--- config.mk ---
export PLATFORM = sky130hd
export DESIGN_NAME = pll_reset_sequencer
export DESIGN_NICKNAME = d
export VERILOG_FILES = /design/src/rtl/pll_reset_sequencer.sv
export SDC_FILE = /design/constraint.sdc
export NUM_CORES = 1
export LEC_CHECK = 0
export CAP_MARGIN = 10
export CORE_ASPECT_RATIO = 1.2
export CORE_UTILIZATION = 61
export DETAILED_ROUTE_END_ITERATION = 8
export PLACE_DENSITY = 0.84
export SKIP_LAST_GASP = 1
export SLEW_MARGIN = 30
export SYNTH_ARGS = -nofsm -noshare
export SYNTH_HDL_FRONTEND = slang
export SYNTH_SLANG_ARGS = --single-unit
--- constraint.sdc ---
create_clock -name clk -period 3.4 [get_ports clk]
set_input_delay 0.68 -clock clk [delete_from_list [all_inputs] [get_ports clk]]
set_output_delay 0.68 -clock clk [all_outputs]
set_load 0.005 [all_outputs]
--- src/rtl/pll_reset_sequencer.sv ---
// Sequences PLL reset, lock qualification and staged system/peripheral reset release.
// Runs from the free-running reference clock so it keeps working while the PLL is unlocked.
module pll_reset_sequencer #(
  parameter int unsigned LOCK_STABLE_CYCLES  = 1024,
  parameter int unsigned PLL_RST_CYCLES      = 16,
  parameter int unsigned LOCK_TIMEOUT_CYCLES = 500000,
  parameter int unsigned RELEASE_STAGGER     = 8,
  parameter int unsigned CNT_W               = 20
) (
  input  logic       clk,
  input  logic       rst_n,
  input  logic       pll_locked,
  output logic       pll_rst,
  output logic       sys_rst_n,
  output logic       periph_rst_n,
  output logic       ready,
  output logic       lock_lost,
  output logic [7:0] retry_count
);

  localparam int unsigned RETRY_W = 8;

  localparam logic [CNT_W-1:0]   PLL_RST_LAST = CNT_W'(PLL_RST_CYCLES - 1);
  localparam logic [CNT_W-1:0]   TIMEOUT_LAST = CNT_W'(LOCK_TIMEOUT_CYCLES - 1);
  localparam logic [CNT_W-1:0]   STABLE_LAST  = CNT_W'(LOCK_STABLE_CYCLES - 1);
  localparam logic [CNT_W-1:0]   STAGGER_LAST = CNT_W'(RELEASE_STAGGER - 1);
  localparam logic [RETRY_W-1:0] RETRY_MAX    = '1;

  typedef enum logic [2:0] {
    ST_PLL_RST,
    ST_WAIT_LOCK,
    ST_STABLE,
    ST_RUN_SYS,
    ST_RUN_ALL
  } state_t;

  state_t             state, state_nxt;
  logic [CNT_W-1:0]   cnt, cnt_nxt;
  logic [RETRY_W-1:0] retry_nxt;
  logic               lost_nxt;
  logic               sync_q, locked_s;

  // Two-flop synchroniser: the only consumer of the asynchronous lock flag
  always_ff @(posedge clk or negedge rst_n) begin
    if (!rst_n) begin
      sync_q   <= 1'b0;
      locked_s <= 1'b0;
    end else begin
      sync_q   <= pll_locked;
      locked_s <= sync_q;
    end
  end

  always_ff @(posedge clk or negedge rst_n) begin
    if (!rst_n) begin
      state        <= ST_PLL_RST;
      cnt          <= '0;
      pll_rst      <= 1'b1;
      sys_rst_n    <= 1'b0;
      periph_rst_n <= 1'b0;
      ready        <= 1'b0;
      lock_lost    <= 1'b0;
      retry_count  <= '0;
    end else begin
      state        <= state_nxt;
      cnt          <= cnt_nxt;
      pll_rst      <= (state_nxt == ST_PLL_RST);
      sys_rst_n    <= (state_nxt == ST_RUN_SYS) || (state_nxt == ST_RUN_ALL);
      periph_rst_n <= (state_nxt == ST_RUN_ALL);
      ready        <= (state_nxt == ST_RUN_ALL);
      lock_lost    <= lost_nxt;
      retry_count  <= retry_nxt;
    end
  end

  // Next state; lock loss while released overrides any pending stagger step
  always_comb begin
    state_nxt = state;
    cnt_nxt   = cnt + CNT_W'(1);
    retry_nxt = retry_count;
    lost_nxt  = 1'b0;
    case (state)
      ST_PLL_RST: begin
        if (cnt == PLL_RST_LAST) state_nxt = ST_WAIT_LOCK;
      end
      ST_WAIT_LOCK: begin
        if (locked_s) begin
          state_nxt = ST_STABLE;
        end else if (cnt == TIMEOUT_LAST) begin
          state_nxt = ST_PLL_RST;
          if (retry_count != RETRY_MAX) retry_nxt = retry_count + RETRY_W'(1);
        end
      end
      ST_STABLE: begin
        if (!locked_s)                state_nxt = ST_WAIT_LOCK;
        else if (cnt == STABLE_LAST)  state_nxt = ST_RUN_SYS;
      end
      ST_RUN_SYS: begin
        if (!locked_s) begin
          state_nxt = ST_PLL_RST;
          lost_nxt  = 1'b1;
        end else if (cnt == STAGGER_LAST) begin
          state_nxt = ST_RUN_ALL;
        end
      end
      ST_RUN_ALL: begin
        cnt_nxt = cnt;
        if (!locked_s) begin
          state_nxt = ST_PLL_RST;
          lost_nxt  = 1'b1;
        end
      end
      default: state_nxt = ST_PLL_RST;
    endcase
    if (state_nxt != state) cnt_nxt = '0;
  end

endmodule

==> flow_metrics.py <==
metrics = {
    "clock_tree": {
        "cts_tree": "done",
        "ctsResizeCount": 0,
        "postCtsSetupRepairBufs": 0,
        "ctsLongestPathBuffers": 2,
        "ctsHtreeMaxLevel": 2,
        "clk_pin_slew_worst_paths_ns": 0.11,
        "numCtsBuffers": 5,
        "root_buffer": "clkbuf_4",
        "clk_latency_ns": 0.35,
        "hold_buffers": 0,
        "clock-sinks": 37,
    },
    "floorplan": {
        "dieHeight_um": 62.2,
        "die_w_um": 52.1,
        "fp.coreArea_um2": 2840,
        "io_pins": 16,
        "placementRows": 21,
        "initial_core_util": 0.649,
        "dieArea_um2": 3240,
    },
    "setup_path": {
        "crit_family": "simple AND/OR/NAND/NOR gates",
        "worst_setup_path_end_kind": "flop",
        "slowest_stage": "dfrtp_1",
        "critPathArrivalTime_ns": 2.51,
        "slowest_delay_ns": 0.47,
        "crit_chain": "nor4_1, nand2_1, nor4_4, o22ai_1, or3_4, a21o_1",
        "cp-start-kind": "flop",
        "crit_type": "flop to flop",
        "cp.required_ns": 3.64,
        "path_buf_inv": 0,
        "path_max_fanout": 7,
    },
    "logic_synthesis": {
        "synth.avg_cell_area_um2": 10.3,
        "syn-cell-area_um2": 1840,
        "synth_area_leaders": "dfrtp_1 (49%), xor2_1 (8.6%), nor2_1 (5.7%)",
        "syn_inst": 178,
        "synth_fa_ha_area_frac": 0.0136,
        "synth_compound_area_frac": 0.0462,
        "synth_top_area_cell": "dfrtp_1",
        "synth_top_cells_by_count": "dfrtp_1 (36), nor2_1 (28), xor2_1 (18)",
        "synth_top_family_by_area": "simple AND/OR/NAND/NOR gates",
        "synthFlopType": "dfrtp_1",
        "synth_cell_type_count": 35,
        "synth-xor-area-share": 0.124,
        "yosysMostFrequentCell": "dfrtp_1",
        "yosysSeqAreaShare": 0.504,
        "synth_top_area_frac": 0.489,
        "synth-edff-count": 0,
        "async_reset_ff_frac": 1.00,
        "yosys_warnings": 0,
        "ys_seq_elements": 37,
        "synth_simple_gate_area_frac": 0.282,
        "synth_mux_area_frac": 0.0122,
        "synth_nets": 183,
    },
    "run_status": {
        "status": "completed",
    },
    "sta": {
        "finalClockSkew_ns": 0.0191,
        "finalSetupTns_ns": 0,
        "slew_headroom": 0.426,
        "clock.fmax_ghz": 0.442,
        "timing.final.crit_share": 0.666,
        "rsz0062_at_grt": "false",
        "timing.final.crit_period_ns": 2.26,
        "finalSetupViolCount": 0,
        "slew_violations": 0,
        "worstMarginPinSlew_ns": 0.859,
        "hold_slack_ns": 0.365,
        "finalHoldViolCount": 0,
    },
    "routing": {
        "first_pass_iters": 4,
        "viasPerCell": 6.08,
        "vias": 1399,
        "route.detailed.drc": 0,
        "ant_nets": 0,
        "wl_um": 3590,
        "first_iter_violations": 46,
        "routedWlPerCell_um": 15.6,
    },
    "final_layout": {
        "nets": 200,
        "final_cell_area_um2": 2070,
        "final_cells": 230,
        "syn_to_final_growth_pct": 12.6,
        "n_antenna_cell": 0,
        "utilization": 0.731,
        "drive_above_1_share": 0.0969,
    },
    "global_routing": {
        "grt_antenna_before_repair": 0,
        "grt_pass1_wl_um": 6110,
        "grt_pass1_vias": 1400,
        "gr-total-overflow": 0,
        "grt_max_degree": 38,
        "grt.total_usage": 0.259,
    },
    "place": {
        "dp_hpwl_um": 2500,
        "dpl.cell_count": 222,
        "post_dp_cell_area_um2": 2010,
        "place_congestion": 0.870,
        "io_buffers": 15,
    },
    "pwr": {
        "powerDensity_nw_per_um2": 490,
        "max-vdd-ir-drop_uv": 322,
        "power_leakage_nw": 0.958,
    },
    "run": {
        "max-cap-violations": 0,
    },
    "worst_hold_path": {
        "min_path_type": "flop to flop",
    },
}
per-layer routing:
metal | share of wire | GRT usage | wire length [µm]
met1 | 0.43 | 0.296 | 1540
met2 | 0.50 | 0.417 | 1780
met3 | 0.046 | 0.0784 | 164
met4 | 0.029 | 0.151 | 104
met5 | 0 | 0 | 0
flip-flops by register name (all words and copies together) (netlist names):
signal and flops:
retry_count 8, sys_rst_n 1, sync_q 1, locked_s 1
ready 1, state 3, lock_lost 1, cnt 20
pll_rst 1
path summary, 6_finish.rpt:
path / startpoint / end / slack [ns] / cells past startpoint
setup / recovery: cnt[4] / sys_rst_n / 1.14 / 6
hold / removal: sync_q / locked_s / 0.36 / 0
setup reg to reg: cnt[4] / sys_rst_n / 1.14 / 6
hold reg to reg: sync_q / locked_s / 0.36 / 0
max in group asynchronous: rst_n / pll_rst / 2.30 / 2
min in group asynchronous: rst_n / retry_count[4] / 0.73 / 2
worst reg2reg max path, stage by stage, from the launching register on:
cell and delay, ns:
dfrtp_1 0.47, nor4_1 0.43, nand2_1 0.15, nor4_4 0.37
o22ai_1 0.16, or3_4 0.42, a21o_1 0.17
cells in the final DEF (no fill, tap or decap):
cell type	n
nor2b_1	1
dfrtp_1	36
nand3_1	8
xnor2_1	8
or2b_1	1
o22ai_1	2
nor3b_1	1
buf_4	2
clkdlybuf4s50_1	15
nor4b_4	1
nor2_1	28
a21oi_1	1
nand2_1	14
ha_1	2
and3_1	7
nor4_1	2
a22o_1	2
clkbuf_4	5
nor4_2	1
or4b_4	1
mux2_2	2
dfstp_2	1
or3b_2	1
nor4b_1	2
nor4_4	1
a31oi_1	2
o21bai_1	1
nand4_1	15
or3_4	1
xor2_1	18
nor3_1	6
o21ai_0	1
clkbuf_8	1
and4_4	1
a21o_1	1
clkbuf_1	2
a211oi_1	1
o21ba_2	1
metrics by stage:
step	setup WS, ns	total power, W
after floorplan	1.37	0.000715
after global placement	1.22	0.000770
after detailed placement	1.14	0.000780
after CTS	1.14	0.00102
after global routing	1.04	0.00108
final	1.14	0.00102
cell type report:
type	instances	area [µm²]
tap	34	42.5
sequential	37	927
clock buffer	8	58.8
timing repair buffer	17	165
fill	216	764
multi-input combinational	134	880
cells by family (layout without fill, tap and decap cells):
family | count (synthesis) | after routing
flops | 37 | 37
simple gates | 92 | 92
fa+ha+maj | 2 | 2
xor+xnor | 26 | 26
buf+inv | 7 | 25
mux | 2 | 2
compound gates | 12 | 12
report_power, final:
group	internal, W	total (W)	switching, W
clock network	0.000102	0.000244	0.000142
logic	0.000102	0.000229	0.000127
registers	0.000483	0.000542	0.0000590
No activity file was read; power rests on OpenSTA's default activity.
